$ cat src/rtl/fifo_wptr_full.sv
// Write-domain side of the async FIFO: binary/Gray write pointer, RAM write
// port, and full / almost-full / level / overflow status against the synced read pointer.
module fifo_wptr_full #(
   parameter int ADDR_W    = 4,
   parameter int AF_MARGIN = 2
) (
   input  logic              clk,
   input  logic              rst,
   input  logic              winc,
   input  logic [ADDR_W:0]   rptr_sync,
   input  logic              ovf_clr,
   output logic              wen,
   output logic [ADDR_W-1:0] waddr,
   output logic [ADDR_W:0]   wptr,
   output logic              wfull,
   output logic              walmost_full,
   output logic [ADDR_W:0]   wlevel,
   output logic              woverflow
);

   localparam int              DEPTH     = 1 << ADDR_W;
   localparam logic [ADDR_W:0] AF_THRESH = (ADDR_W + 1)'(DEPTH - AF_MARGIN);

   logic [ADDR_W:0] wbin_q, wbin_d;
   logic [ADDR_W:0] wptr_q, wptr_d;
   logic [ADDR_W:0] wlevel_q, wlevel_d;
   logic [ADDR_W:0] rbin;
   logic            wfull_q, wfull_d;
   logic            waf_q, waf_d;
   logic            wovf_q, wovf_d;

   // Gray-to-binary: each binary bit is the XOR of all Gray bits at or above it.
   for (genvar i = 0; i <= ADDR_W; i++) begin : g_rbin
      assign rbin[i] = ^(rptr_sync >> i);
   end

   assign wen = winc & ~wfull_q;

   always_comb begin
      wbin_d   = wbin_q + (ADDR_W + 1)'(wen);
      wptr_d   = (wbin_d >> 1) ^ wbin_d;
      wfull_d  = (wptr_d == {~rptr_sync[ADDR_W:ADDR_W-1], rptr_sync[ADDR_W-2:0]});
      wlevel_d = wbin_d - rbin;
      waf_d    = (wlevel_d >= AF_THRESH);
      wovf_d   = (winc & wfull_q) | (wovf_q & ~ovf_clr);
   end

   always_ff @(posedge clk or negedge rst) begin
      if (!rst) begin
         wbin_q   <= '0;
         wptr_q   <= '0;
         wlevel_q <= '0;
         wfull_q  <= 1'b0;
         waf_q    <= 1'b0;
         wovf_q   <= 1'b0;
      end else begin
         wbin_q   <= wbin_d;
         wptr_q   <= wptr_d;
         wlevel_q <= wlevel_d;
         wfull_q  <= wfull_d;
         waf_q    <= waf_d;
         wovf_q   <= wovf_d;
      end
   end

   assign waddr        = wbin_q[ADDR_W-1:0];
   assign wptr         = wptr_q;
   assign wfull        = wfull_q;
   assign walmost_full = waf_q;
   assign wlevel       = wlevel_q;
   assign woverflow    = wovf_q;

endmodule
$ cat config.mk
export PLATFORM = sky130hd
export DESIGN_NAME = fifo_wptr_full
export DESIGN_NICKNAME = d
export VERILOG_FILES = /design/src/rtl/fifo_wptr_full.sv
export SDC_FILE = /design/constraint.sdc
export NUM_CORES = 1
export LEC_CHECK = 0
export CAP_MARGIN = 20
export CORE_ASPECT_RATIO = 0.7
export CORE_MARGIN = 3
export CORE_UTILIZATION = 49
export DETAILED_ROUTE_END_ITERATION = 7
export GPL_ROUTABILITY_DRIVEN = 0
export HOLD_SLACK_MARGIN = 0.1
export PLACE_DENSITY = 0.82
export SLEW_MARGIN = 20
export SYNTH_ARGS = -nofsm -noshare
export SYNTH_HDL_FRONTEND = slang
export SYNTH_SLANG_ARGS = --single-unit
$ cat constraint.sdc
create_clock -name clk -period 6.05 [get_ports clk]
set_input_delay 0.605 -clock clk [delete_from_list [all_inputs] [get_ports clk]]
set_output_delay 0.605 -clock clk [all_outputs]
set_load 0.005 [all_outputs]
# ---- Word-level counts from Yosys, hierarchy flattened
# Index checks and enable logic that the tools add are counted.
dict set report totals {
  ff_bits 18
  input_bits 9
  elab_cells 23
}
dict set report classes {
  add_sub_neg 2
  n_lt_le_gt_ge 1
  n_eq_ne 1
  bitwise 8
  n_reduce_logical 5
}
# cell count
set op_table {}
lappend op_table {{$reduce_xor 5->1} 5}
lappend op_table {{$add 5x1->5} 1}
lappend op_table {{$eq 5x5->1} 1}
lappend op_table {{$ge 5x4->1 const B} 1}
lappend op_table {{$sub 5x5->5} 1}
lappend op_table {{$xor 4x5->5} 1}
lappend op_table {{$and 1x1->1} 3}
lappend op_table {{$not 1->1} 2}
lappend op_table {{$not 2->2} 1}
lappend op_table {{$or 1x1->1} 1}

# ---- Longest topological paths before layout
# Gate-level depths: netlist (run 1).
dict set report logic_depth {
  word_depth 5
  ltp_mapped 10
  mapped_depth_nobuf 10
}

# ---- Worst setup path before layout (run 1)
# OpenSTA, ideal clock, no wires.
dict set report synth_timing {
  path_type {input -> register}
  start {input port rptr_sync[4]}
  end {register waf_q, in the netlist walmost_full}
  setup_time_ns 0.126
  arrival_ns 2.670
  t_required_ns 5.924
  setup_slack_ns 3.253
  cell_stages 10
  path_cell_list {xnor2_2 xor2_2 xor2_2 xnor2_1 ha_1 fa_1 nor2b_1 nor3_1 o211a_1 a311o_1}
}
dict set report synth_via {
  elab_chain_len 3
  word_cells_on_any_way 7
  cone_classes {add/sub: 1; order compare: 1; reduce/logical: 5}
}
# element line
set synth_rtl {}
lappend synth_rtl {{start, declared} 10} ;# input logic [ADDR_W:0] rptr_sync,
lappend synth_rtl {{$reduce_xor 5->1} 34} ;# assign rbin[i] = ^(rptr_sync >> i);
lappend synth_rtl {{$sub 5x5->5 *} 43} ;# wlevel_d = wbin_d - rbin;
lappend synth_rtl {{$ge 5x4->1 *} 44} ;# waf_d = (wlevel_d >= AF_THRESH);
lappend synth_rtl {{via waf_d} 29} ;# logic waf_q, waf_d;
lappend synth_rtl {{end signal, assigned} 61} ;# waf_q <= waf_d;
lappend synth_rtl {{end, declared} 29}
# The timed path passes the listed nets; every way through them passes the cells marked *.

# ---- Worst setup path after layout (run 1)
# Same ends and word-level chain as after synthesis.

==> key figures, run 1 <==
Yosys
  • Netlist cell types: 26
  • Synth Area in XOR/XNOR: 25.2%
  • Synthesized flop and latch total: 17
  • Sequential area share after synthesis: 45.5%
  • Top post-synthesis cells by area: dfrtp_1, xnor2_1, ha_1, xor2_1, xor2_2
  • Syn. warnings: 0
  • Post-Syn Area: 935 um^2
  • Mux contribution to synthesized area: 0%
  • Post-synthesis cell count: 76
  • Adder-cell share of the synthesized area: 8.84%
  • Syn avg cell area: 12.3 um^2
  • Synth Area in Simple Gates: 8.43%
  • Main combinational cell family by area after synthesis: XOR/XNOR gates
  • Proportion of netlist area held by the largest area contributor: 45.5%
  • Synth area leader: dfrtp_1
  • Post-synthesis compound-gate area fraction: 7.63%
  • Post-Syn Nets: 91

Routing
  • Iteration-0 DRC Markers: 10
  • Avg WL per Cell: 15.1 um
  • Vias per inst: 4.93
  • WL final: 1900 um
  • ANT nets after route: 0
  • DRT Pass-1 Iters: 4
  • Vias post-DR: 621
  • Number of remaining DRC errors: 0

Timing
  • # setup viols final: 0
  • Final hold vios: 0
  • Minimum clock period: 3310 ps
  • Upper clock frequency limit: 302 MHz
  • Setup Skew: 15.4 ps
  • Setup TNS: 0 ps
  • RSZ-0062 raised after global routing: false
  • Slew HR: 49.6%
  • Final critical-path share of the clock period: 54.7%
  • Max-slew violations: 0
  • Slew @ Worst Pin: 754 ps

Worst hold path
  • Hold WC Path Type: reg -> reg
  • Hold Startpoint: wfull

Power and ir drop
  • Final Power: 0.724 mW
  • Pwr per Cell Area: 585 nW/um^2
  • Leakage Power: 0.558 nW
  • VDD IR-drop max: 0.000390 V

CTS
  • Post-cts resize count: 0
  • Root buf cell: clkbuf_4
  • Hold buffer count at CTS: 0
  • Clk_lat worst skew: 300 ps
  • Clk buf depth: 2
  • CTS tree: done
  • Clk sinks: 17
  • TritonCTS buffer count: 3
  • Post-CTS setup buffer count: 0
  • Clk pin slew, worst setup/hold paths: 110 ps
  • CTS H-tree depth: 1

Finish
  • Area growth, synth to finish: 32.4%
  • Inserted Diodes: 0
  • Commonest cells after routing, fill and taps aside: clkdlybuf4s50_1, dfrtp_1, xnor2_1
  • Leading cell type in the layout, fill and taps excluded: clkdlybuf4s50_1
  • NumNets Final: 121
  • Share of cells above drive strength 1: 8.57%
  • Post-route cell area: 1240 um^2

Die
  • Die footprint: 2480 um^2
  • Die Y: 42.5 um
  • I/O pins: 27
  • Overall die width: 58.2 um
  • Initial Util: 55.1%
  • Core Area: 1700 um^2
  • Site Rows: 12

Critical path
  • Buffers plus inverters on the worst setup path: 1
  • Crit path from: rptr_sync[4]
  • Critical Path Max Stage Delay: 510 ps
  • Cell breakdown of the critical path: clkdlybuf4s50_1 > xnor2_2 > xor2_2 > xor2_2 > xnor2_1 > ha_1 > fa_1 > nor2b_1 > nor3_1 > o211a_1 > a311o_1
  • Worst setup SP type: primary input
  • Crit path capture type: register
  • WP data arrival: 3510 ps
  • Worst Path Required: 6250 ps
  • Cell seen most often among critical-path stages: xor2_2
  • Top Family by Delay on Critical Path: XOR/XNOR gates
  • Critical Path Slowest Stage Cell: clkdlybuf4s50_1
  • Worst-path maximum fanout: 4
  • Worst setup path category: in -> reg
  • RR Startpoint: wfull

Global route
  • Initial antenna violation count: 0
  • Vias in the first global route: 706
  • First-pass GRT wire length: 3330 um
  • GRT overflow: 0
  • Pin count of the biggest net entering global routing: 18
  • GR Util All Layers: 18.1%

Placement
  • Dpl hpwl: 1500 um
  • PortBufs: 26
  • Area after DPL: 1210 um^2

Run status
  • Status: completed

Flow run
  • Max-Cap Viols: 0
-- worst paths after layout --
kind / to / slack [ps] / cells past startpoint
max: walmost_full / 2740 / 11
min: woverflow / 540 / 2
max reg2reg: walmost_full / 3350 / 9
min reg2reg: woverflow / 540 / 2
max in group asynchronous: wlevel[4] / 4830 / 1
min in group asynchronous: wbin_q[0] / 740 / 1
-- per-stage QoR --
step	util (%)	setup WS, ps	hold slack, ps	cells
2_1_floorplan	-	3250	309	76
3_3_place_gp	71.3	2550	500	122
3_5_place_dp	71.3	2430	524	122
4_1_cts	72.9	2700	545	126
5_1_grt	72.9	2520	592	126
6_report	72.9	2740	540	126
-- registers in the layout, summed over array words and instances, names as in the netlist --
| register | count |
|---|---|
| wbin_q | 5 |
| wlevel | 5 |
| wptr | 4 |
| walmost_full | 1 |
| wfull | 1 |
| woverflow | 1 |
-- routing by layer --
| metal | part of all wire (%) | wire [um] | GRT usage [%] | vias up |
|---|---|---|---|---|
| met1 | 44 | 839 | 22.8 | 294 |
| met3 | 6.9 | 131 | 7.08 | 0 |
| li1 | - | - | - | 306 |
| met4 | 0 | 0 | 3.24 | 0 |
| met2 | 49 | 932 | 29.5 | 21 |
| met5 | 0 | 0 | 0 | - |
-- report_power, final --
part / internal, mW / switching [mW] / leakage, nW
Clock: 0.0246 / 0.0379 / 0.0177
Combinational: 0.248 / 0.202 / 0.336
Sequential: 0.176 / 0.0355 / 0.204
Total: 0.449 / 0.275 / 0.558
-- final cells by class --
cell class	count	area [um^2]
multi-input combinational	50	468
timing repair buffer	26	260
tap	21	26.3
clock inverter	1	5.00
inverter	8	30.0
clock buffer	3	22.5
sequential	17	425
fill	138	459
-- kinds of logic (layout without fill, tap and decap cells) --
group | Yosys count | after routing
DFF | 17 | 17
xor gates and xnor gates | 21 | 21
and+or+nand+nor | 14 | 14
adders and majority gates | 6 | 6
buffers and inverters | 9 | 38
AOI/OAI and AO/OA | 9 | 9
-- worst register-to-register path, stage by stage (launching register included) --
cell	delay [ps]
dfrtp_1	400
nor2b_1	210
ha_1	260
ha_1	240
xor2_1	400
ha_1	280
nor2b_1	210
nor3_1	80
o211a_1	230
a311o_1	310
-- Yosys cell counts --
| cell | n |
|---|---|
| fa_1 | 1 |
| xnor2_2 | 1 |
| or2_1 | 2 |
| xnor3_1 | 1 |
| xor3_1 | 1 |
| xor2_2 | 2 |
| o21ai_1 | 1 |
| or3_1 | 2 |
| nand3_2 | 1 |
| o211a_1 | 1 |
| a221oi_2 | 1 |
| dfrtp_1 | 17 |
| buf_6 | 1 |
| nor2b_1 | 2 |
| a311o_1 | 1 |
| xor2_1 | 7 |
| xnor2_1 | 9 |
| inv_1 | 8 |
| nand3_1 | 3 |
| ha_1 | 5 |
| nand2_1 | 3 |
| nor3_1 | 1 |
| a21oi_1 | 1 |
| a21boi_1 | 1 |
| o21ai_0 | 2 |
| a311oi_1 | 1 |
(Power assumes the default switching activity.)
==> run 2: changes to the inputs <==
Settings changed: CORE_UTILIZATION 49 to 41, PLACE_DENSITY 0.82 to 0.73.
Clock period 6.05 ns to 2.8 ns, I/O delays scaled along.
==> run 2 against run 1 <==
Effect of this change:
- first-iteration DRC count grew 20%
- critical path depth decreased by 1
- sequential share of layout area is 3.0 points lower
- die area is 17% higher
- design area grew 9.5%
- total power increased by 130%
- critical path type unchanged
- critical endpoint unchanged
- largest cell class unchanged
==> key figures, run 2 (same netlist as run 1, synthesis figures left out) <==
Die
  • I/O pins: 27
  • Die footprint: 2900 um^2
  • Site Rows: 13
  • Die Y: 45.9 um
  • Overall die width: 63.1 um
  • Initial Util: 46.7%
  • Core Area: 2000 um^2

Global route
  • GR Util All Layers: 14.9%
  • Initial antenna violation count: 0
  • Pin count of the biggest net entering global routing: 18
  • GRT overflow: 0
  • Vias in the first global route: 689
  • First-pass GRT wire length: 3160 um

CTS
  • CTS tree: done
  • CTS H-tree depth: 1
  • Hold buffer count at CTS: 0
  • Clk buf depth: 2
  • Clk_lat worst skew: 290 ps
  • TritonCTS buffer count: 3
  • Clk pin slew, worst setup/hold paths: 100 ps
  • Root buf cell: clkbuf_4
  • Clk sinks: 17

Routing
  • WL final: 1850 um
  • Vias post-DR: 672
  • ANT nets after route: 0
  • DRT Pass-1 Iters: 3
  • Iteration-0 DRC Markers: 12
  • Avg WL per Cell: 12.5 um
  • Vias per inst: 4.54
  • Number of remaining DRC errors: 0

Timing
  • # setup viols final: 0
  • Minimum clock period: 2490 ps
  • Final hold vios: 0
  • Setup Skew: 0.952 ps
  • RSZ-0062 raised after global routing: false
  • Slew HR: 50.0%
  • Final critical-path share of the clock period: 88.9%
  • Max-slew violations: 0
  • Slew @ Worst Pin: 748 ps
  • Fin Hold WS: 425 ps
  • Upper clock frequency limit: 402 MHz

Finish
  • Commonest cells after routing, fill and taps aside: clkdlybuf4s50_1, dfrtp_1, buf_4
  • Fillers: 175
  • Area growth, synth to finish: 45.0%
  • Inserted Diodes: 0
  • Non-Filler Instances: 148
  • Share of cells above drive strength 1: 19.5%
  • Multi-input gate area: 473 um^2
  • NumNets Final: 134
  • Reg area: 425 um^2
  • Leading cell type in the layout, fill and taps excluded: clkdlybuf4s50_1

Critical path
  • Worst-path maximum fanout: 3
  • Worst Path Required: 2980 ps
  • Worst setup SP type: primary input
  • Reg2reg end: walmost_full
  • RR Startpoint: wfull
  • Worst setup path category: in -> reg
  • WP data arrival: 2670 ps
  • Reg2Reg Setup Slack: 430 ps
  • FF-to-FF path depth: 9
  • Crit path capture type: register

Placement
  • PortBufs: 26
  • Placed insts: 143
  • Dpl hpwl: 1450 um

Flow run
  • Max-Cap Viols: 0

Worst hold path
  • Hold WC Path Type: in -> async

Run status
  • Status: completed

Power and ir drop
  • Pwr per Cell Area: 1250 nW/um^2
  • Leakage Power: 0.637 nW
  • VDD IR-drop max: 0.000568 V
-- run 2: worst max-delay path by stage --
stage / from / to / slack, ps / cells past startpoint
floorplan: rptr_sync[4] / walmost_full / 330 / 10
global placement: rptr_sync[4] / walmost_full / -190 / 11
detailed placement: rptr_sync[4] / walmost_full / -280 / 11
CTS: rptr_sync[4] / walmost_full / 20 / 11
global route: rptr_sync[2] / walmost_full / 160 / 10
finish: rptr_sync[2] / walmost_full / 310 / 10
-- run 2: final cells by class --
| type | instances | area share [%] |
|---|---|---|
| multi-input combinational | 50 | 34.9 |
| clock buffer | 4 | 1.94 |
| inverter | 8 | 2.22 |
| timing repair buffer | 39 | 26.8 |
| tap | 30 | 2.77 |
| sequential | 17 | 31.4 |
-- run 2: repair_timing --
action / 4_1_cts / 5_1_grt
setup endpoints to repair: 0 / 2
setup buffers: 0 / 1
gates resized for setup: 0 / 4
-- run 2: worst max-delay path, cell delays in order --
cell,delay [ps]
clkdlybuf4s50_1,520
xor2_2,250
xor2_2,220
xnor2_1,90
ha_1,230
fa_2,350
nor2b_2,140
nor3_1,70
o211a_1,220
a311o_1,310
-- run 2: per-layer routing --
| metal | global-route usage (%) | wire [um] |
|---|---|---|
| met1 | 19.9 | 939 |
| met4 | 2.63 | 11 |
| met2 | 23.3 | 791 |
| met3 | 5.93 | 107 |
| met5 | 0 | 0 |
-- run 2: power breakdown --
group / leakage, nW / total [mW] / internal [mW] / switching (mW)
Sequential: 0.204 / 0.454 / 0.380 / 0.0742
Combinational: 0.417 / 1.11 / 0.648 / 0.461
Clock: 0.0150 / 0.131 / 0.0554 / 0.0758
-- run 2: per-stage QoR --
stage | util (%) | worst slack [ps] | instance area [um^2] | total power [mW] | setup TNS (ps)
global route | 67.7 | 162 | 1360 | 1.85 | 0
detailed placement | 65.5 | -282 | 1310 | 1.56 | -474
CTS | 66.9 | 16.8 | 1340 | 1.71 | 0
floorplan | - | 328 | 935 | 1.07 | 0
finish | 67.7 | 311 | 1360 | 1.69 | 0
global placement | 65.5 | -187 | 1310 | 1.54 | -296
